## src/rtl/instruction_loader.sv

```systemverilog
// Boot-time program loader: assembles a little-endian byte stream (word-count header,
// then 32-bit instructions) into instruction-memory writes and releases the core when done.
module instruction_loader #(
    parameter int ADDR_WIDTH = 10
) (
    input  logic                  i_clk,
    input  logic                  i_rst,
    input  logic                  i_reload,
    input  logic [7:0]            i_rx_data,
    input  logic                  i_rx_valid,
    output logic                  o_rx_ready,
    output logic                  o_imem_wren,
    output logic [ADDR_WIDTH-1:0] o_imem_address,
    output logic [31:0]           o_imem_write_data,
    output logic                  o_loaded,
    output logic                  o_load_error
);

    localparam logic [32:0] DEPTH = 33'd1 << ADDR_WIDTH;

    typedef enum logic [2:0] {
        S_HEADER,
        S_PAYLOAD,
        S_FLUSH,
        S_DONE,
        S_ERROR
    } state_t;

    state_t                r_state;
    logic [1:0]            r_byte_idx;
    logic [ADDR_WIDTH-1:0] r_word_idx;
    logic [31:0]           r_word_count;
    logic [23:0]           r_shift;
    logic                  r_rx_ready;
    logic                  r_wren;
    logic [ADDR_WIDTH-1:0] r_addr;
    logic [31:0]           r_data;
    logic                  r_loaded;
    logic                  r_error;

    logic                  w_accept;
    logic [31:0]           w_word;
    logic                  w_last;
    logic                  w_word_done;

    // Only the first three bytes need storage; the fourth is taken straight off the bus.
    function automatic logic [23:0] shift_in(input logic [23:0] shift,
                                             input logic [1:0]  idx,
                                             input logic [7:0]  data);
        logic [23:0] res;
        res = shift;
        case (idx)
            2'd0:    res[7:0]   = data;
            2'd1:    res[15:8]  = data;
            2'd2:    res[23:16] = data;
            default: res        = shift;
        endcase
        return res;
    endfunction

    // reload wins over a simultaneous transfer, so the handshake is masked by it.
    assign o_rx_ready  = r_rx_ready && !i_reload;
    assign w_accept    = i_rx_valid && o_rx_ready;
    assign w_word      = {i_rx_data, r_shift};
    assign w_word_done = w_accept && (r_byte_idx == 2'd3);
    assign w_last      = (32'(r_word_idx) == (r_word_count - 32'd1));

    always_ff @(posedge i_clk or posedge i_rst) begin
        if (i_rst) begin
            r_state      <= S_HEADER;
            r_byte_idx   <= 2'd0;
            r_word_idx   <= '0;
            r_word_count <= 32'd0;
            r_shift      <= 24'd0;
            r_rx_ready   <= 1'b0;
            r_wren       <= 1'b0;
            r_addr       <= '0;
            r_data       <= 32'd0;
            r_loaded     <= 1'b0;
            r_error      <= 1'b0;
        end else begin
            r_wren <= 1'b0;
            if (i_reload) begin
                r_state      <= S_HEADER;
                r_byte_idx   <= 2'd0;
                r_word_idx   <= '0;
                r_word_count <= 32'd0;
                r_shift      <= 24'd0;
                r_rx_ready   <= 1'b1;
                r_loaded     <= 1'b0;
                r_error      <= 1'b0;
            end else begin
                case (r_state)
                    S_HEADER: begin
                        r_rx_ready <= 1'b1;
                        if (w_accept) begin
                            r_byte_idx <= r_byte_idx + 2'd1;
                            r_shift    <= shift_in(r_shift, r_byte_idx, i_rx_data);
                        end
                        if (w_word_done) begin
                            r_word_count <= w_word;
                            if (w_word == 32'd0) begin
                                r_state    <= S_DONE;
                                r_loaded   <= 1'b1;
                                r_rx_ready <= 1'b0;
                            end else if ({1'b0, w_word} > DEPTH) begin
                                r_state    <= S_ERROR;
                                r_error    <= 1'b1;
                                r_rx_ready <= 1'b0;
                            end else begin
                                r_state <= S_PAYLOAD;
                            end
                        end
                    end
                    S_PAYLOAD: begin
                        if (w_accept) begin
                            r_byte_idx <= r_byte_idx + 2'd1;
                            r_shift    <= shift_in(r_shift, r_byte_idx, i_rx_data);
                        end
                        if (w_word_done) begin
                            r_wren     <= 1'b1;
                            r_addr     <= r_word_idx;
                            r_data     <= w_word;
                            r_word_idx <= r_word_idx + 1'b1;
                            if (w_last) begin
                                r_state    <= S_FLUSH;
                                r_rx_ready <= 1'b0;
                            end
                        end
                    end
                    // Final strobe is visible during this state; loaded follows one cycle later.
                    S_FLUSH: begin
                        r_rx_ready <= 1'b0;
                        r_state    <= S_DONE;
                        r_loaded   <= 1'b1;
                    end
                    S_DONE: begin
                        r_rx_ready <= 1'b0;
                        r_loaded   <= 1'b1;
                    end
                    S_ERROR: begin
                        r_rx_ready <= 1'b0;
                        r_error    <= 1'b1;
                    end
                    default: begin
                        r_state <= S_HEADER;
                    end
                endcase
            end
        end
    end

    assign o_imem_wren       = r_wren;
    assign o_imem_address    = r_addr;
    assign o_imem_write_data = r_data;
    assign o_loaded          = r_loaded;
    assign o_load_error      = r_error;

endmodule

```

## config.mk

```make
export PLATFORM = sky130hd
export DESIGN_NAME = instruction_loader
export DESIGN_NICKNAME = d
export VERILOG_FILES = /design/src/rtl/instruction_loader.sv
export SDC_FILE = /design/constraint.sdc
export NUM_CORES = 1
export LEC_CHECK = 0
export ABC_AREA = 1
export CAP_MARGIN = 20
export CORE_ASPECT_RATIO = 0.7
export CORE_MARGIN = 10
export CORE_UTILIZATION = 58
export DETAILED_ROUTE_END_ITERATION = 12
export DONT_BUFFER_PORTS = 1
export GPL_TIMING_DRIVEN = 0
export PLACE_DENSITY = 0.76
export SYNTH_ARGS = -nofsm -noshare
export SYNTH_HDL_FRONTEND = slang
export SYNTH_SLANG_ARGS = --single-unit
```

## constraint.sdc

```tcl
create_clock -name i_clk -period 4.3 [get_ports i_clk]
set_input_delay 1.075 -clock i_clk [delete_from_list [all_inputs] [get_ports i_clk]]
set_output_delay 1.075 -clock i_clk [all_outputs]
set_load 0.03 [all_outputs]
```

# Yosys cells after proc, flatten, opt, wreduce, memory -nomap -nowiden
# Cells that the tools add are included.
# word_totals
out_inout_bits,46
register_bits,117
word_cells,107
# classes
reduce_logical,33
n_mux,41
n_eq_ne,15
add_sub_neg,3
n_lt_le_gt_ge,1
n_bitwise,1
# ops
op,count
2-to-1 mux 32 bit,3
2-to-1 mux 24 bit,3
== test 10 x 32 -> 1 bit,1
"> comparator 32 x 11 -> 1 bit, second input constant",1
zero test 32 bit,1
"subtractor 32 x 1 -> 32 bit, second input constant",1
2-to-1 mux 10 bit,3
2-to-1 mux 8 bit,3
2-to-1 mux 3 bit,6
"!= test 3 bit, second input constant",6
AND reduction 3 bit,6
2-to-1 mux 1 bit,16
nonzero test 2 bit,8
one-hot mux 3 bit (4 select lines),1
"adder 10 x 1 -> 10 bit, second input constant",1
AND reduction 4 bit,2
"== test 3 x 2 -> 1 bit, second input constant",2
2-to-1 mux 2 bit,3
AND reduction 2 bit,3
nonzero test 3 bit,2
OR reduction 2 bit,3
"== test 2 bit, second input constant",2
one-hot mux 1 bit (2 select lines),2
nonzero test 4 bit,1
other kinds (12),14

# Depth between registers and ports, before layout
# Gate-level depths: netlist (run 1).
# logic_depth
word_depth,7
ltp_mapped,18
ltp_nobuf,18

# Worst setup path after synthesis (run 1)
# OpenSTA, ideal clock, no wires.
# synth_path
path_kind,input -> output
startpoint,in i_reload
endpoint,out o_rx_ready
required_time_ns,3.225
slack_ns,1.543
arrival_time_ns,1.682
path_stages,2
path_cell_list,buf_2 > nor2_1
# synth_between
elab_chain_len,2
# synth_rtl
element,line_no,source
from (decl),8,"input logic i_reload,"
zero test 1 bit,62,assign o_rx_ready = r_rx_ready && !i_reload;
logical AND 1 bit,62,
to (decl),11,"output logic o_rx_ready,"
# No other way between the ends.

# Worst setup path after layout (run 1)
# layout_path
startpoint,in i_reload
endpoint,"reg r_data[29], in the netlist o_imem_write_data[29]"
# layout_between
elab_chain_len,5
elab_cells_between_ends,6
classes_between,1 x bitwise; 5 x reduce/logical
# layout_rtl
element,line_no,source
zero test 1 bit,62,
logical AND 1 bit,62,
named net o_rx_ready,11,
logical AND 1 bit,63,assign w_accept = i_rx_valid && o_rx_ready;
logical AND 1 bit,65,assign w_word_done = w_accept && (r_byte_idx == 2'd3);
AND reduction 3 bit (no line),-,
to (signal assigned),123,r_data <= w_word;
to (decl),37,logic [31:0] r_data;
# The timed path passes the listed nets, and every way through them passes these cells.
# A chain may end at the register's enable or synchronous reset.

==> summary.json, run 1 <==
{
  "timing": {
    "rsz_0062_raised_after_global_routing": "no",
    "report.final.hold_viol_count": 0,
    "relSlewSlack_pct": 52.8,
    "worstMarginPinSlew_ns": 0.708,
    "finalSetupViolCount": 0,
    "timing.fmax_ghz": 0.327,
    "maxSlewViolCount": 0,
    "skew_ns": 0.00697,
    "final_period_minus_worst_setup_slack_ns": 3.06,
    "final_min_period_over_clock_period_pct": 71.2
  },
  "setup_path": {
    "path_class": "input pin to flip-flop",
    "critical_path.reg2reg.startpoint": "r_rx_ready",
    "worst_path_max_delay_cell": "nor2_1",
    "worst_ep_required_time_ns": 4.57,
    "worst_path_most_repeated_cell": "nand2_1",
    "critical_path_buf_inv_count": 4,
    "worstPathCellList": "buf_2 -> nor2_1 -> nand2_1 -> inv_1 -> nand2_1 -> nor2_2 -> inv_2 -> clkbuf_1 -> nand2_1 -> o21ai_0",
    "cp_slowest_stage_delay_ns": 0.52,
    "startpoint": "i_reload",
    "cpLargestDelayFamily": "simple AND/OR/NAND/NOR gates",
    "worst_ep_arrival_time_ns": 3.33,
    "timing.critical_path.fanout_max": 10,
    "crit_path_end_kind": "flip-flop",
    "cp-start-kind": "input pin"
  },
  "cts": {
    "number_of_gates_given_a_new_drive_strength_after_cts": 0,
    "cts_made_buffers": 17,
    "cts.sinks": 117,
    "worstSkewPairLatency_ns": 0.41,
    "worst_setup_hold_path_clk_slew_ns": 0.05,
    "tritoncts": "done",
    "cts.htree.levels": 4,
    "cts_buffer_depth": 2,
    "post_cts_buffers": 0,
    "clock-root-buffer": "clkbuf_16",
    "cts_hold_repair.buffers": 0
  },
  "power": {
    "power_per_cell_area_nw_per_um2": 482,
    "power.ir.vdd_worst_mv": 0.345,
    "cellLeakagePower_nw": 3.44
  },
  "drt": {
    "drt_iter0_drc": 526,
    "routedWlPerCell_um": 18.0,
    "vias_per_cell": 5.65,
    "wl_um": 17700,
    "drc_errors": 0,
    "dr.pass1.iters": 5,
    "routed-via-count": 5559,
    "ant_nets": 0
  },
  "global_route": {
    "grt.met3_usage_pct": 8.23,
    "grt.total_usage_pct": 23.9,
    "first_pass_grt_wire_length_um": 28500,
    "global_route.peak_usage_layer": "met2",
    "global_route_met2_usage_pct": 36.1,
    "grt.overflow.total": 0,
    "globalRouteMet1Util_pct": 32.0,
    "grt_antenna_before_repair": 0,
    "grt_start_max_net_pins": 73,
    "grt_pass1_vias": 5412
  },
  "placed_design": {
    "dp_hpwl_um": 13300,
    "gp_congestion": 0.931,
    "placement_stage_cell_area_um2": 6340,
    "buffer_ports.inserted": 0
  },
  "cells_and_area": {
    "final_design_area_no_fill_um2": 6910,
    "area_growth_syn_to_layout_pct": 12.6,
    "final_layout_size_suffix_gt1_share_pct": 8.22,
    "antenna-diode-count": 0,
    "nNetsFinal": 858,
    "post-route-util_pct": 66.7
  },
  "floorplanning": {
    "floorplan.core_area_um2": 10400,
    "die_h_um": 106,
    "die_w_um": 143,
    "die_area_um2": 15200,
    "initial_core_util_pct": 59.3,
    "core.rowCount": 31,
    "ios": 58
  },
  "yosys": {
    "synth-seq-area-share_pct": 47.7,
    "synthArstFlopShare_pct": 100,
    "synthFlopType": "dfrtp_1",
    "postSynthAreaPerCell_um2": 7.49,
    "ys_ff_latch": 117,
    "synth.most_common_cell": "nand2_1",
    "postSynthNetCount": 838,
    "synthTopCellsByArea": "dfrtp_1 (48%), nand2_1 (15%), o21ai_0 (7.5%)",
    "yosysUniqueCellTypes": 39,
    "synth-edff-count": 0,
    "synthDominantCellAreaShare_pct": 47.7,
    "mapped_cells": 820,
    "yosys-top-cells-count": "nand2_1 (251), dfrtp_1 (117), nor2_1 (103)",
    "synth_area_um2": 6140,
    "synth_top_area_cell": "dfrtp_1",
    "yosysWarnings": 0
  },
  "run": {
    "maxCapViolations": 0
  },
  "hold_path": {
    "hp-class": "flip-flop to flip-flop",
    "holdCritStartpoint": "r_rx_ready"
  },
  "outcome": {
    "outcome": "complete, no violations"
  }
}
-- worst reg2reg max path: stages (launching register included) --
cell and delay (ns):
dfrtp_1 0.34, inv_1 0.04, nor2_1 0.47, nand2_1 0.10, inv_1 0.12, nand2_1 0.12
nor2_2 0.44, inv_2 0.23, clkbuf_1 0.32, nand2_1 0.13, o21ai_0 0.09
-- per-layer routing --
layer  up-vias  wire (µm)
met1      2647       7630
met4         0        284
met2       251       7890
li1       2635          -
met3        26       1890
met5         -          0
-- cell usage in the layout (no fill, tap or decap), types with 2 or more instances in the layout --
| cell | Yosys | layout |
|---|---|---|
| xor2_1 | 9 | 9 |
| a21oi_1 | 10 | 10 |
| nand2_1 | 251 | 251 |
| clkinv_1 | 2 | 2 |
| clkbuf_16 | 0 | 17 |
| clkbuf_1 | 22 | 23 |
| nand3_1 | 33 | 33 |
| nor2_1 | 103 | 103 |
| nand2_2 | 9 | 9 |
| nor2_2 | 8 | 8 |
| nor3_1 | 4 | 4 |
| buf_2 | 2 | 2 |
| nor4_1 | 2 | 2 |
| dfrtp_1 | 117 | 117 |
| clkbuf_8 | 0 | 3 |
| clkinv_2 | 0 | 6 |
| o21ai_0 | 92 | 92 |
| clkinvlp_4 | 0 | 2 |
| o22ai_1 | 2 | 2 |
| o21ai_1 | 9 | 9 |
| inv_2 | 2 | 2 |
| xnor2_1 | 4 | 4 |
| ha_1 | 6 | 6 |
| inv_1 | 90 | 89 |
| a31oi_1 | 2 | 2 |
| nand4_1 | 14 | 14 |
| nand2_4 | 2 | 2 |
| bufinv_16 | 0 | 2 |
| o21bai_1 | 2 | 2 |
| nor2_4 | 9 | 9 |
-- state kept, by name, summed over array words and instances, names as in the netlist --
register and count:
r_rx_ready 1, r_word_idx 10, o_imem_address 10, o_imem_wren 1
r_shift 24, r_state 3, o_imem_write_data 32, r_byte_idx 2
o_loaded 1, r_word_count 32, o_load_error 1
-- power breakdown --
group / total, W / internal (W) / switching [W]
Clock: 0.00139 / 0.000888 / 0.000500
Sequential: 0.00120 / 0.00115 / 0.0000537
Combinational: 0.000742 / 0.000238 / 0.000504
Total: 0.00333 / 0.00228 / 0.00106
-- metrics by stage --
stage	power [W]	setup TNS [ns]	cells	hold WS, ns	setup WS, ns
after floorplan	0.00177	0	820	0.441	0.124
after global placement	0.00192	-110.64	952	0.461	-0.952
after detailed placement	0.00194	0	953	0.481	0.814
after CTS	0.00332	0	984	0.493	1.23
after global routing	0.00348	0	984	0.521	1.04
final	0.00333	0	984	0.481	1.24
-- path summary, 6_finish.rpt --
path,to,slack [ns],depth (start not counted)
max,o_imem_write_data[29],1.24,10
max in group asynchronous,r_word_count[4],2.94,2
min in group asynchronous,o_imem_write_data[26],0.61,1
max reg2reg,o_imem_write_data[29],1.75,10
min reg2reg,r_rx_ready,0.48,2
min,r_rx_ready,0.48,2
-- area by class of cell --
cell class	instances	area (µm²)
Buffer	26	108
Timing Repair Buffer	1	27.5
Clock buffer	21	470
Clock inverter	10	105
Multi-Input combinational cell	583	2750
Tap cell	132	165
Fill cell	889	3440
Inverter	94	355
Sequential cell	117	2930
-- logic make-up after synthesis --
kind of cell,share of synthesized area [%]
AO/OA/AOI/OAI,10.6
XOR/XNOR,1.85
adder cells (fa/ha/maj),1.22
buffers and inverters,7.50
flip-flops,47.7
AND/OR/NAND/NOR,31.2
No activity file was read; power rests on OpenSTA's default activity.
==> run 2, diff against run 1 <==
- ABC_AREA: 1 -> 0
- CORE_UTILIZATION: 58 -> 60
- clock period: 4.3 -> 3.1 ns (I/O delays scaled with it)
==> summary.json, run 2 <==
{
  "floorplanning": {
    "die_w": {"value": 135, "unit": "µm", "change": "was 143 µm"},
    "core.rowCount": {"value": 29, "change": "was 31"},
    "floorplan.core_area": {"value": 9030, "unit": "µm²", "change": "was 10,400 µm²"},
    "die_area": {"value": 13600, "unit": "µm²", "change": "was 15,200 µm²"},
    "initial_core_util": {"value": 61.5, "unit": "%", "change": "was 59.3%"},
    "ios": {"value": 58, "change": "unchanged"},
    "die_h": {"value": 101, "unit": "µm", "change": "was 106 µm"}
  },
  "run": {
    "maxCapViolations": {"value": 0, "change": "unchanged"}
  },
  "outcome": {
    "outcome": {"value": "complete, no violations", "change": "unchanged"}
  },
  "yosys": {
    "yosys-top-cells-count": {"value": "dfrtp_1 (117), nand2_1 (102), a21oi_1 (63)", "change": "was nand2_1 (251), dfrtp_1 (117), nor2_1 (103)"},
    "synth.most_common_cell": {"value": "dfrtp_1", "change": "was nand2_1"},
    "postSynthAreaPerCell": {"value": 10.1, "unit": "µm²", "change": "was 7.49 µm²"},
    "synthDominantCellAreaShare": {"value": 52.7, "unit": "%", "change": "was 47.7%"},
    "yosysUniqueCellTypes": {"value": 54, "change": "was 39"},
    "mapped_cells": {"value": 548, "change": "was 820"},
    "synth-seq-area-share": {"value": 52.7, "unit": "%", "change": "was 47.7%"},
    "postSynthNetCount": {"value": 566, "change": "was 838"},
    "synthTopCellsByArea": {"value": "dfrtp_1 (53%), mux2_2 (8.7%), nand2_1 (6.9%)", "change": "was dfrtp_1 (48%), nand2_1 (15%), o21ai_0 (7.5%)"},
    "synth_top_area_cell": {"value": "dfrtp_1", "change": "unchanged"},
    "synthFlopType": {"value": "dfrtp_1", "change": "unchanged"},
    "synth_area": {"value": 5560, "unit": "µm²", "change": "was 6140 µm²"},
    "synthArstFlopShare": {"value": 100, "unit": "%", "change": "unchanged"},
    "yosysWarnings": {"value": 0, "change": "unchanged"},
    "ys_ff_latch": {"value": 117, "change": "unchanged"},
    "synth-edff-count": {"value": 0, "change": "unchanged"}
  },
  "timing": {
    "maxSlewViolCount": {"value": 0, "change": "unchanged"},
    "worstMarginPinSlew": {"value": 0.958, "unit": "ns", "change": "was 0.708 ns"},
    "report.final.hold_viol_count": {"value": 0, "change": "unchanged"},
    "timing.fmax_ghz": 0.352,
    "finalSetupViolCount": {"value": 0, "change": "unchanged"},
    "final_min_period_over_clock_period_pct": 91.5,
    "relSlewSlack": {"value": 35.5, "unit": "%", "change": "was 52.8%"},
    "rsz_0062_raised_after_global_routing": {"value": "no", "change": "unchanged"},
    "skew": {"value": 0.00489, "unit": "ns", "change": "was 0.00697 ns"},
    "final_period_minus_worst_setup_slack_ns": 2.84
  },
  "setup_path": {
    "timing.critical_path.fanout_max": {"value": 7, "change": "was 10"},
    "path_class": {"value": "flip-flop to flip-flop", "change": "was input pin to flip-flop"},
    "worst_ep_required_time": {"value": 3.40, "unit": "ns", "change": "was 4.57 ns"},
    "crit_path_end_kind": {"value": "flip-flop", "change": "unchanged"},
    "cp-start-kind": {"value": "flip-flop", "change": "was input pin"},
    "worst_ep_arrival_time": {"value": 3.13, "unit": "ns", "change": "was 3.33 ns"}
  },
  "global_route": {
    "grt_pass1_vias": {"value": 4251, "change": "was 5,412"},
    "grt_start_max_net_pins": {"value": 39, "change": "was 73"},
    "global_route_met2_usage": {"value": 32.3, "unit": "%", "change": "was 36.1%"},
    "grt_antenna_before_repair": {"value": 0, "change": "unchanged"},
    "grt.met3_usage": {"value": 7.67, "unit": "%", "change": "was 8.23%"},
    "grt.overflow.total": {"value": 0, "change": "unchanged"},
    "first_pass_grt_wire_length": {"value": 23200, "unit": "µm", "change": "was 28,500 µm"},
    "global_route.peak_usage_layer": {"value": "met2", "change": "unchanged"},
    "globalRouteMet1Util": {"value": 29.7, "unit": "%", "change": "was 32.0%"},
    "grt.total_usage": {"value": 21.8, "unit": "%", "change": "was 23.9%"}
  },
  "power": {
    "share_clk_of_total_power": {"value": 53.1, "unit": "%", "change": "was 41.6%"},
    "switch_share": {"value": 22.8, "unit": "%", "change": "was 31.7%"},
    "p_comb_share": {"value": 3.4, "unit": "%", "change": "was 22.3%"},
    "power.ir.vdd_worst": {"value": 0.352, "unit": "mV", "change": "was 0.345 mV"},
    "internal_power": {"value": 0.00276, "unit": "W", "change": "was 0.00228 W"},
    "seqPwrFrac": {"value": 43.6, "unit": "%", "change": "was 36.1%"},
    "net-switching-power": {"value": 0.000813, "unit": "W", "change": "was 0.00106 W"},
    "totalPowerFinal": {"value": 0.00357, "unit": "W", "change": "was 0.00333 W"},
    "power_per_cell_area": {"value": 560, "unit": "nW/µm²", "change": "was 482 nW/µm²"},
    "cellLeakagePower": {"value": 2.85, "unit": "nW", "change": "was 3.44 nW"}
  },
  "cells_and_area": {
    "fillCellCount": {"value": 622, "change": "was 889"},
    "layout_common_cells": {"value": "dfrtp_1 (117), nand2_1 (102), a21oi_1 (63), mux2_2 (43), nand3_1 (28)", "change": "was nand2_1 (251), dfrtp_1 (117), nor2_1 (103), o21ai_0 (92), inv_1 (89)"},
    "final_layout_size_suffix_gt1_share": {"value": 18.2, "unit": "%", "change": "was 8.22%"},
    "area.sequential": {"value": 2930, "unit": "µm²", "change": "unchanged"},
    "antenna-diode-count": {"value": 0, "change": "unchanged"},
    "area_growth_syn_to_layout": {"value": 14.8, "unit": "%", "change": "was 12.6%"},
    "nNetsFinal": {"value": 588, "change": "was 858"},
    "post-route-util": {"value": 70.6, "unit": "%", "change": "was 66.7%"},
    "most_common_cell_after_layout_fill_and_taps_aside": {"value": "dfrtp_1", "change": "was nand2_1"},
    "area_of_combinational_cells_with_multiple_inputs": {"value": 2470, "unit": "µm²", "change": "was 2750 µm²"}
  },
  "drt": {
    "routed-via-count": {"value": 4404, "change": "was 5,559"},
    "dr.pass1.iters": {"value": 6, "change": "was 5"},
    "drc_errors": {"value": 0, "change": "unchanged"},
    "wl": {"value": 14300, "unit": "µm", "change": "was 17,700 µm"},
    "ant_nets": {"value": 0, "change": "unchanged"},
    "routedWlPerCell": {"value": 20.3, "unit": "µm", "change": "was 18.0 µm"},
    "drt_iter0_drc": {"value": 556, "change": "was 526"},
    "vias_per_cell": {"value": 6.23, "change": "was 5.65"}
  },
  "cts": {
    "cts_buffer_depth": {"value": 2, "change": "unchanged"},
    "clock-root-buffer": {"value": "clkbuf_16", "change": "unchanged"},
    "tritoncts": {"value": "done", "change": "unchanged"},
    "cts.htree.levels": {"value": 4, "change": "unchanged"},
    "cts_hold_repair.buffers": {"value": 0, "change": "unchanged"},
    "worstSkewPairLatency": {"value": 0.41, "unit": "ns", "change": "about the same"},
    "cts.sinks": {"value": 117, "change": "unchanged"},
    "cts_made_buffers": {"value": 17, "change": "unchanged"},
    "worst_setup_hold_path_clk_slew": {"value": 0.05, "unit": "ns", "change": "about the same"}
  },
  "placed_design": {
    "buffer_ports.inserted": {"value": 0, "change": "unchanged"},
    "gp_congestion": {"value": 0.944, "change": "was 0.931"},
    "dp_hpwl": {"value": 10100, "unit": "µm", "change": "was 13,300 µm"}
  },
  "hold_path": {
    "hp-class": {"value": "input pin to async pin", "change": "was flip-flop to flip-flop"}
  }
}
-- run 2: changes by cell type in the layout (fill, tap and decap cells not counted), sizes merged, moves of 43 or more --
cell,delta
nand2,-159
o21ai,-96
nor2,-94
inv,-81
a21oi,+52
mux2,+43
-- run 2: repair_timing --
| item | 4_1_cts | 5_1_grt |
|---|---|---|
| setup endpoints to repair | 0 | 34 |
| resized for setup | 0 | 4 |
| buffers inserted | 0 | 0 |
-- run 2: kinds of logic after synthesis --
kind of cell,Yosys count,share of synthesized area (%)
AO/OA/AOI/OAI,87,9.12
XOR/XNOR,25,3.94
adder cells (fa/ha/maj),6,1.35
buffers and inverters,43,3.22
flip-flops,117,52.7
multiplexers,44,8.90
AND/OR/NAND/NOR,226,20.8
-- run 2: metal layers --
layer	up-vias	wire, µm
met3	17	1540
li1	1964	-
met5	-	0
met1	2187	6150
met2	236	6470
met4	0	174
-- run 2: path summary, 6_finish.rpt --
kind	start	to	slack, ns	cells after the start
worst max-delay path	r_word_count[0]	r_rx_ready	0.26	9
worst min-delay path	i_rst	r_shift[4]	0.26	1
worst max register to register	r_word_count[0]	r_rx_ready	0.26	9
worst min register to register	r_word_count[22]	r_word_count[22]	0.53	2
max in group asynchronous	i_rst	o_imem_write_data[21]	2.11	3
min in group i_clk	i_rx_data[5]	r_word_count[29]	0.49	2
-- run 2: area by class of cell --
cell class | count | share of cell area (%)
Tap cell | 124 | 2.43
Clock buffer | 21 | 7.54
Clock inverter | 11 | 1.57
Inverter | 11 | 0.707
Timing Repair Buffer | 3 | 0.942
Multi-Input combinational cell | 388 | 38.7
Sequential cell | 117 | 45.9
Buffer | 32 | 2.16
-- run 2: power by group through the flow --
stage	clock, W	combinational, W	sequential [W]
2_1_floorplan	0	0.0000823	0.00157
3_3_place_gp	0	0.000105	0.00158
3_5_place_dp	0	0.000118	0.00158
4_1_cts	0.00190	0.000120	0.00155
5_1_grt	0.00198	0.000135	0.00155
6_report	0.00189	0.000120	0.00155
-- run 2: critical path, stage by stage, from the launching register on --
cell and delay (ns):
dfrtp_1 0.44, inv_1 0.09, ha_1 0.21, nor3b_4 0.37
nand4b_1 0.17, xnor2_1 0.16, or4_4 0.49, a2111oi_4 0.37
nand3_1 0.15, o31a_1 0.27
-- run 2: metrics by stage --
step           cells  setup WS [ns]  cell area (µm²)  setup TNS (ns)  hold slack, ns
2_1_floorplan    548          0.387             5560               0           0.501
3_3_place_gp     672        -0.0737             5710          -0.806           0.515
3_5_place_dp     675         -0.179             5770           -5.12           0.517
4_1_cts          707          0.172             6350               0           0.257
5_1_grt          707         0.0332             6370               0           0.269
6_report         707          0.262             6370               0           0.256
